## src/rtl/ad7383_pkg.sv

```systemverilog
// ad7383_pkg: shared sample width, packed A/B word type and packer state encoding.
package ad7383_pkg;
    localparam int AD7383_SAMPLE_W = 16;
    localparam int AD7383_MAX_DECIM_LOG2 = 4;

    typedef enum logic [1:0] {ST_IDLE, ST_RUN, ST_DRAIN} state_e;

    typedef struct packed {
        logic [AD7383_SAMPLE_W-1:0] a;
        logic [AD7383_SAMPLE_W-1:0] b;
    } word_t;
endpackage

```

## src/rtl/ad7383_word_fifo.sv

```systemverilog
// ad7383_word_fifo: synchronous FIFO; the head word is read straight out of the storage flops.
module ad7383_word_fifo #(
    parameter int WIDTH = 32,
    parameter int DEPTH = 4
) (
    input  logic                   clk_i,
    input  logic                   rst_i,
    input  logic                   wr_en_i,
    input  logic [WIDTH-1:0]       wr_data_i,
    input  logic                   rd_en_i,
    output logic [WIDTH-1:0]       rd_data_o,
    output logic                   full_o,
    output logic                   empty_o,
    output logic [$clog2(DEPTH):0] count_o
);
    localparam int AW = $clog2(DEPTH);
    localparam logic [AW:0] FULL = (AW+1)'(DEPTH);

    logic [WIDTH-1:0] mem_q [DEPTH];
    logic [WIDTH-1:0] mem_d [DEPTH];
    logic [AW-1:0] wr_ptr_q, wr_ptr_d, rd_ptr_q, rd_ptr_d;
    logic [AW:0] count_q, count_d;
    logic do_rd, do_wr;

    always_comb begin
        do_rd = rd_en_i && count_q != '0;
        do_wr = wr_en_i && (count_q != FULL || do_rd);
        mem_d = mem_q;
        if (do_wr) mem_d[wr_ptr_q] = wr_data_i;
        wr_ptr_d = do_wr ? wr_ptr_q + AW'(1) : wr_ptr_q;
        rd_ptr_d = do_rd ? rd_ptr_q + AW'(1) : rd_ptr_q;
        count_d = count_q + (AW+1)'(do_wr) - (AW+1)'(do_rd);
    end

    always_ff @(posedge clk_i) begin
        if (rst_i) begin
            mem_q <= '{default: '0};
            wr_ptr_q <= '0;
            rd_ptr_q <= '0;
            count_q <= '0;
        end else begin
            mem_q <= mem_d;
            wr_ptr_q <= wr_ptr_d;
            rd_ptr_q <= rd_ptr_d;
            count_q <= count_d;
        end
    end

    assign rd_data_o = mem_q[rd_ptr_q];
    assign full_o = count_q == FULL;
    assign empty_o = count_q == '0;
    assign count_o = count_q;
endmodule

```

## src/rtl/ad7383_sample_packer.sv

```systemverilog
// ad7383_sample_packer: boxcar-decimates AD7383 A/B samples, packs them into words and buffers them for a valid/ready sink.
// Define AD7383_DROP_COUNT_EN to add the saturating drop_count_o port.
module ad7383_sample_packer
    import ad7383_pkg::*;
#(
    parameter int FIFO_DEPTH     = 4,
    parameter int MAX_DECIM_LOG2 = AD7383_MAX_DECIM_LOG2
) (
    input  logic        clk_i,
    input  logic        rst_i,
    input  logic        enable_i,
    input  logic        adc_ready_i,
    input  logic [2:0]  decim_i,
    input  logic [15:0] dataA_i,
    input  logic [15:0] dataB_i,
    input  logic        valid_i,
    input  logic        clear_ovf_i,
    output logic [31:0] m_tdata_o,
    output logic        m_tvalid_o,
    input  logic        m_tready_i,
    output logic        overflow_o,
`ifdef AD7383_DROP_COUNT_EN
    output logic [15:0] drop_count_o,
`endif
    output logic        busy_o
);
    localparam int ACC_W = AD7383_SAMPLE_W + MAX_DECIM_LOG2;
    localparam int CNT_W = MAX_DECIM_LOG2;
    localparam logic [2:0] DECIM_MAX = 3'(MAX_DECIM_LOG2);

    state_e state_q, state_d;
    logic [2:0] decim_q, decim_d;
    logic signed [ACC_W-1:0] acc_a_q, acc_a_d, acc_b_q, acc_b_d, sum_a, sum_b;
    logic [CNT_W-1:0] cnt_q, cnt_d, last_cnt;
    logic wr_q, wr_d, ovf_q, ovf_d;
    word_t word_q, word_d;
    logic fifo_full, fifo_empty, rd, drop;
    logic [$clog2(FIFO_DEPTH):0] fifo_count;

    always_comb begin
        sum_a = acc_a_q + ACC_W'(signed'(dataA_i));
        sum_b = acc_b_q + ACC_W'(signed'(dataB_i));
        last_cnt = ~({CNT_W{1'b1}} << decim_q);
        state_d = state_q;
        decim_d = decim_q;
        acc_a_d = acc_a_q;
        acc_b_d = acc_b_q;
        cnt_d = cnt_q;
        wr_d = 1'b0;
        word_d = word_q;
        case (state_q)
            ST_IDLE: if (enable_i && adc_ready_i) begin
                state_d = ST_RUN;
                decim_d = decim_i > DECIM_MAX ? DECIM_MAX : decim_i;
                acc_a_d = '0;
                acc_b_d = '0;
                cnt_d = '0;
            end
            ST_RUN: if (!enable_i || !adc_ready_i) begin
                state_d = ST_DRAIN;
            end else if (valid_i && cnt_q == last_cnt) begin
                wr_d = 1'b1;
                word_d = '{a: AD7383_SAMPLE_W'(sum_a >>> decim_q), b: AD7383_SAMPLE_W'(sum_b >>> decim_q)};
                acc_a_d = '0;
                acc_b_d = '0;
                cnt_d = '0;
            end else if (valid_i) begin
                acc_a_d = sum_a;
                acc_b_d = sum_b;
                cnt_d = cnt_q + CNT_W'(1);
            end
            // a word still in the write register counts as in flight
            ST_DRAIN: if (fifo_count == '0 && !wr_q) state_d = ST_IDLE;
            default: state_d = ST_IDLE;
        endcase
        rd = m_tvalid_o && m_tready_i;
        drop = wr_q && fifo_full && !rd;
        ovf_d = drop || (ovf_q && !clear_ovf_i);
    end

    always_ff @(posedge clk_i) begin
        if (rst_i) begin
            state_q <= ST_IDLE;
            decim_q <= '0;
            acc_a_q <= '0;
            acc_b_q <= '0;
            cnt_q <= '0;
            wr_q <= 1'b0;
            word_q <= '0;
            ovf_q <= 1'b0;
        end else begin
            state_q <= state_d;
            decim_q <= decim_d;
            acc_a_q <= acc_a_d;
            acc_b_q <= acc_b_d;
            cnt_q <= cnt_d;
            wr_q <= wr_d;
            word_q <= word_d;
            ovf_q <= ovf_d;
        end
    end

`ifdef AD7383_DROP_COUNT_EN
    logic [15:0] dcnt_q, dcnt_d;

    always_comb begin
        dcnt_d = clear_ovf_i ? 16'(drop) : dcnt_q + 16'(drop && dcnt_q != 16'hFFFF);
    end

    always_ff @(posedge clk_i) begin
        if (rst_i) dcnt_q <= '0;
        else dcnt_q <= dcnt_d;
    end

    assign drop_count_o = dcnt_q;
`endif

    ad7383_word_fifo #(.WIDTH(32), .DEPTH(FIFO_DEPTH)) u_fifo (
        .clk_i    (clk_i),
        .rst_i    (rst_i),
        .wr_en_i  (wr_q),
        .wr_data_i(word_q),
        .rd_en_i  (rd),
        .rd_data_o(m_tdata_o),
        .full_o   (fifo_full),
        .empty_o  (fifo_empty),
        .count_o  (fifo_count)
    );

    assign m_tvalid_o = !fifo_empty;
    assign overflow_o = ovf_q;
    assign busy_o = state_q != ST_IDLE;
endmodule

```

## config.mk

```make
export PLATFORM = sky130hd
export DESIGN_NAME = ad7383_sample_packer
export DESIGN_NICKNAME = d
export VERILOG_FILES = /design/src/rtl/ad7383_pkg.sv /design/src/rtl/ad7383_word_fifo.sv /design/src/rtl/ad7383_sample_packer.sv
export SDC_FILE = /design/constraint.sdc
export NUM_CORES = 1
export LEC_CHECK = 0
export CAP_MARGIN = 30
export CORE_UTILIZATION = 56
export CTS_BUF_LIST = sky130_fd_sc_hd__clkbuf_4
export CTS_CLUSTER_DIAMETER = 50
export DETAILED_ROUTE_END_ITERATION = 8
export GPL_TIMING_DRIVEN = 0
export PLACE_DENSITY = 0.84
export SLEW_MARGIN = 20
export SYNTH_ARGS = -nofsm -noshare
export SYNTH_HDL_FRONTEND = slang
export SYNTH_SLANG_ARGS = --single-unit
```

## constraint.sdc

```tcl
create_clock -name clk_i -period 3.1 [get_ports clk_i]
set_input_delay 0.62 -clock clk_i [delete_from_list [all_inputs] [get_ports clk_i]]
set_output_delay 0.62 -clock clk_i [all_outputs]
set_load 0.005 [all_outputs]
```

## Word-level counts from Yosys, hierarchy flattened

Cells that the tools add are included.

| storage, ports and cells | value |
|---|---|
| output and inout port bits | 35 |
| register bits | 218 |
| input bits | 42 |

| cells by class | value |
|---|---|
| muxes and demuxes | 26 |
| equal/unequal tests | 10 |
| reduce and logical (&&, ||, !) cells | 29 |
| shift-type cells | 3 |
| bitwise operators | 5 |
| add/subtract/negate cells | 7 |
| magnitude comparators | 4 |

Operators with widths:

| operator | number |
|---|---|
| 2-to-1 mux 20 bit | 7 |
| bitwise mux 128 bit | 1 |
| 2-to-1 mux 32 bit | 3 |
| one-hot mux 20 bit (2 select lines) | 2 |
| binary-select mux 32 bit (select 2 bit) | 1 |
| demux 32 bit (select 2 bit) | 1 |
| adder 20 x 16 -> 20 bit | 2 |
| >>> shifter 20 x 3 -> 16 bit | 2 |
| 2-to-1 mux 4 bit | 4 |
| logical AND 1 bit | 10 |
| inequality test 2 bit, second input constant | 4 |
| one-hot mux 4 bit (2 select lines) | 1 |
| >= comparator 3 bit, second input constant | 2 |
| logical NOT 1 bit | 6 |
| 2-to-1 mux 2 bit | 3 |
| inequality test 3 bit, second input constant | 2 |
| NOT 2 -> 3 bit | 2 |
| one-hot mux 2 bit (3 select lines) | 1 |
| AND reduction 3 bit | 2 |
| adder 2 x 1 -> 2 bit, second input constant | 2 |
| adder 4 x 1 -> 4 bit, second input constant | 1 |
| equality test 4 bit | 1 |
| NOT 4 bit | 1 |
| AND reduction 4 bit | 1 |
| 18 further kinds | 22 |

## Longest topological paths before layout

| depth | value |
|---|---|
| depth in word-level cells | 8 |
| depth in mapped cells | 10 |

## Hierarchy

Synthesis repeated with hierarchy kept, for this count alone.

| unflattened totals | value |
|---|---|
| cell total of the unflattened synthesis | 1318 |
| area, all modules | 12647.1 sq um |

By module, submodules not included:

| module | cells each | times used | area each (sq um) |
|---|---|---|---|
| ad7383_sample_packer | 782 | 1 | 6388.6 |
| ad7383_word_fifo | 536 | 1 | 6258.5 |

## Worst setup path after synthesis

No wires, ideal clock.

| timing path | value |
|---|---|
| path kind | input port to flip-flop |
| start point | input port dataA_i[0] |
| end point | register word_q[27] (netlist name) |
| arrival | 2.961 ns |
| setup slack | 0.020 ns |
| data required time | 2.980 ns |
| stages on the path | 10 |
| path buffers | 0 |
| library setup time | 0.120 ns |
| path through | ha_1 -> fa_1 -> a21oi_1 -> o211ai_1 -> a31o_1 -> a221oi_2 -> xnor2_1 -> a222oi_1 -> a21oi_1 -> o31a_1 |

| on the way | value |
|---|---|
| longest elaborated chain between the ends | 2 |

RTL lines:

| element | line | RTL |
|---|---|---|
| start, declared | ad7383_sample_packer.sv:14 | `input logic [15:0] dataA_i,` |
| adder 20 x 16 -> 20 bit | ad7383_sample_packer.sv:41 | `sum_a = acc_a_q + ACC_W'(signed'(dataA_i));` |
| >>> shifter 20 x 3 -> 16 bit | ad7383_sample_packer.sv:63 | `word_d = '{a: AD7383_SAMPLE_W'(sum_a >>> decim_q), b: AD7383_SAMPLE_W'(sum_b >>> decim_q)};` |
| end signal, assigned | ad7383_sample_packer.sv:98 | `word_q <= word_d;` |
| end, declared | ad7383_sample_packer.sv:36 | `word_t word_q, word_d;` |

Every way passes these cells.
A chain may end at the register's enable or synchronous reset.

## Worst setup path in the final report

| timing path | value |
|---|---|
| start point | input port dataA_i[5] |
| end point | register word_q[20] (netlist name) |

Same word-level chain as after synthesis.

==> impl_results.md <==
- Run status: complete, but fails checks
- Violations in the final reports: design-rule violations
- Overall routed net length: between 30 and 40 mm
- Slew Limit Fails: 0
- Area of the die: ~0.022 sq mm
- Die Wd: roughly 150 um
- CTS Buf Count: 57
- Worst Hold Class: in -> reg
- Cell at the root of the clock tree: sky130_fd_sc_hd__clkbuf_4
- Chain of cells forming the critical path: clkdlybuf4s50_1 > ha_1 > o21a_1 > nor2_1 > and4bb_2 > o41a_1 > xor2_1 > mux4_2 > mux2i_1 > a21oi_1
- Share of total power consumed by net switching: just under 30%
- Net count reported at finish: between 1500 and 2000
- Setup clock skew after layout: 41.65 ps
- Part of the cycle the worst path needs: roughly 100%
- Most instantiated library cell after synthesis: sky130_fd_sc_hd__nand2_1
- Number of clock sinks: ~220
- Largest cells by area after synthesis: sky130_fd_sc_hd__dfxtp_1 37%, sky130_fd_sc_hd__nand2_1 10%, sky130_fd_sc_hd__mux4_2 9.2%
- WS Path Type: in -> reg
- Leading area contributor after synthesis: sky130_fd_sc_hd__dfxtp_1
- CTS tree: built
- Share of cell area taken by muxes after synthesis: roughly 11%
- Sequential-to-total area share from yosys stat: around 37%
- Measured slew at the worst slew-check pin: between 800 and 900 ps
- Slowest cell on the critical path: sky130_fd_sc_hd__mux4_2
- Distinct cell type count of the synthesized netlist: 85
- Commonest register cell after synthesis: sky130_fd_sc_hd__dfxtp_1
- Startpoint kind of the worst setup timing path: input port
- First-pass GRT wire length: 55.49 mm
- Net load switching power: about 0.0019 W
- Top cells by instance count after synthesis: 319 x sky130_fd_sc_hd__nand2_1, 218 x sky130_fd_sc_hd__dfxtp_1, 183 x sky130_fd_sc_hd__a21oi_1
- Clk pin slew, worst setup/hold paths: roughly 70 ps
- Detailed placement HPWL: around 25 mm
- Gpl congestion: approximately 1
- Clock period minus worst slack: approximately 3000 ps
- Buffers plus inverters on the worst setup path: 1
- Area of placed instances: between 0.01 and 0.015 sq mm
- # Max-Cap Violations: 0
- Data arrival time of the worst path: 3630 ps
- Synthesized area divided by synthesized cell count: ~8.4 sq um
- TritonRoute pass-1 iters: 7
- Logic gate share of total power: between 10% and 20%
- Area used by multi-input combinational logic: 0.007228 sq mm
- Post-CTS Hold Buffers: 0
- Starting Density: a little under three fifths
- Kind of cell adding the most delay to the critical path: multiplexers
- Final hold viol count: 0
- Starting DRT DRC Count: ~1000
- Fraction of post-synthesis cell area in the top cell type by area: a little over a third
- Max Clk Rate: approximately 0.33 GHz
- Setup repair after global routing missed its margin: true
- Critical-path maximum fanout: 4
- Synth warnings: 0
- Clock latency on the worst-skew pair: about 720 ps
- Vias in the first global route: between 10000 and 15000
- Required time reported for the critical path endpoint: 3680 ps
- Total setup violations reported at the end of the flow: 0
- XOR/XNOR Fraction of Synth Area: under 10%
- Utilization of the core after routing: between 60% and 70%
- Simple logic cell fraction of the synthesized area: between 10% and 20%
- Area fraction in compound gates after synthesis: roughly 21%
- Pin count of the biggest net entering global routing: 17
- Largest vdd supply drop: roughly 220 uV
- Critical path endpoint category: flip-flop
- Port Buffers: 76
- Die Height: 148.1 um
- Adder-cell area share of the yosys netlist: 5.215%
- Share of power burned in the clock network: 37.6%
- Seq pwr share: a little under half
- Count of H-tree levels built during CTS: 2
- Post-detailed-route count of antenna-violating nets: 0
- Stage delay of the slowest cell on the critical path: between 500 and 600 ps
- Post-route standard cell area excluding fillers: between 0.01 and 0.015 sq mm
- P&R area growth vs syn: 16.67%
- Synthesized netlist net count: around 1500
- Total Power Consumption: 0.006321 W
- Mean number of vias per cell: about 6.1
- Post-synthesis sequential element count: approximately 220
- Power density over the cells: approximately 450 mW/mm^2
- Netlist Area Pre-Place: ~0.012 sq mm
- Boundary Pins: 77
- Sequential cell area: ~0.0044 sq mm
- Post-synth EDFFs: 0
- Core box area: 0.02096 sq mm
- Number of buffers between clock root and the deepest sink: 3
- Total via count in the routed design: roughly 11000
- Antenna violations before repair: 1
- Drc violations: 4
- Proportion of layout cells with a drive suffix above 1: about 12%
- Leakage dissipation: 5.050 nW
- Overall track demand over capacity in global routing: 31.82%
- Pint: 0.004438 W
- Post-synth ARST share: 0%
- Worst rel slew slack: around 43%
- Number of rows created at floorplan: 53
- Overflow left after global routing: 0
- Detailed-route wire length per cell: 18.51 um
- Fill cell count: 1758
- Dominant combinational cell family by area after synthesis: compound AO/OA/AOI/OAI gates
- Syn Inst Count: about 1400
area by class of cell:
class	instances	area share [%]
multi-input combinational	1082	51.85
sequential	218	31.34
timing repair buffer	85	5.978
clock buffer	74	3.985
buffer	98	2.971
tap	275	2.468
clock inverter	29	0.8796
inverter	18	0.4847
antenna	2	0.03590
routing by layer:
layer	share of wire, %	vias up	global-route usage [%]
met2	48	564	53.92
met5	0	-	0
li1	-	5411	-
met1	40	5384	39.99
met4	3.1	0	13.61
met3	8.1	107	5.399
worst min-delay path, cell delays in order:
cell and delay (ps):
sky130_fd_sc_hd__dlymetal6s2s_1 150, sky130_fd_sc_hd__ha_4 150, sky130_fd_sc_hd__a22oi_1 80, sky130_fd_sc_hd__nor2_1 110
worst paths after layout:
kind,from,to,slack [ps],cells past startpoint
setup / recovery,dataA_i[5],word_q[20],50,10
hold / removal,dataA_i[0],acc_a_q[0],440,4
hold reg to reg,u_fifo.mem_q[43],u_fifo.mem_q[43],450,2
setup reg to reg,acc_a_q[0],word_q[24],60,10
flip-flops by register name (all words and copies together), names as in the netlist:
name	count
decim_q	3
wr_q	1
u_fifo.rd_ptr_q	2
acc_a_q	20
u_fifo.count_o	3
u_fifo.mem_q	128
overflow_o	1
word_q	32
acc_b_q	20
cnt_q	4
u_fifo.wr_ptr_q	2
state_q	2
cell families after synthesis:
kind of cell / Yosys count
AO/OA/AOI/OAI: 385
XOR/XNOR: 46
adder cells (fa/ha/maj): 48
buffers and inverters: 118
flip-flops: 218
multiplexers: 67
AND/OR/NAND/NOR: 536
what timing repair did:
action | 4_1_cts | 5_1_grt
pin swaps | 2 | 14
endpoints found under the setup margin | 38 | 50
buffers inserted | 1 | 8
endpoints found under the hold margin | 0 | 0
gates resized for setup | 29 | 17
power by group through the flow:
stage | clock network, W | registers [W] | logic, W
floorplan | 0 | 0.00292 | 0.000718
global placement | 0 | 0.00293 | 0.000994
detailed placement | 0 | 0.00293 | 0.00101
CTS | 0.00239 | 0.00290 | 0.00102
global route | 0.00256 | 0.00291 | 0.00112
finish | 0.00237 | 0.00290 | 0.00104
layout by cell type, fill, tap and decap left out, types with 5 or more instances in the layout:
cell,n
sky130_fd_sc_hd__nor2_1,104
sky130_fd_sc_hd__inv_1,18
sky130_fd_sc_hd__clkbuf_1,63
sky130_fd_sc_hd__clkinv_1,24
sky130_fd_sc_hd__and3_1,10
sky130_fd_sc_hd__clkbuf_4,76
sky130_fd_sc_hd__a211oi_1,10
sky130_fd_sc_hd__xor2_1,22
sky130_fd_sc_hd__or3_1,5
sky130_fd_sc_hd__nor2b_1,8
sky130_fd_sc_hd__and2_1,12
sky130_fd_sc_hd__o21ai_0,34
sky130_fd_sc_hd__nor4_1,5
sky130_fd_sc_hd__nand2_1,319
sky130_fd_sc_hd__mux2i_1,12
sky130_fd_sc_hd__a21o_1,17
sky130_fd_sc_hd__a21oi_1,182
sky130_fd_sc_hd__clkdlybuf4s50_1,74
sky130_fd_sc_hd__o211ai_1,11
sky130_fd_sc_hd__dfxtp_1,216
sky130_fd_sc_hd__nand3_1,20
sky130_fd_sc_hd__o221ai_1,6
sky130_fd_sc_hd__a22oi_1,37
sky130_fd_sc_hd__ha_1,44
sky130_fd_sc_hd__nor3_1,17
sky130_fd_sc_hd__a31oi_1,8
sky130_fd_sc_hd__nand2b_1,10
sky130_fd_sc_hd__or2_2,5
sky130_fd_sc_hd__buf_4,9
sky130_fd_sc_hd__buf_1,17
sky130_fd_sc_hd__buf_2,10
sky130_fd_sc_hd__mux4_2,49
sky130_fd_sc_hd__xnor2_1,20
stage by stage:
stage | setup slack (ps) | std cells | hold slack (ps) | TNS, ps
after floorplan | 19.58 | 1418 | 433.1 | 0
after global routing | -48.91 | 1880 | 441.1 | -161.6
after detailed placement | -951.2 | 1769 | 445.1 | -22730
final | 51.71 | 1881 | 439.6 | 0
after CTS | 13.13 | 1871 | 454.0 | 0
after global placement | -999.6 | 1769 | 438.7 | -19980
(Power assumes the default switching activity.)
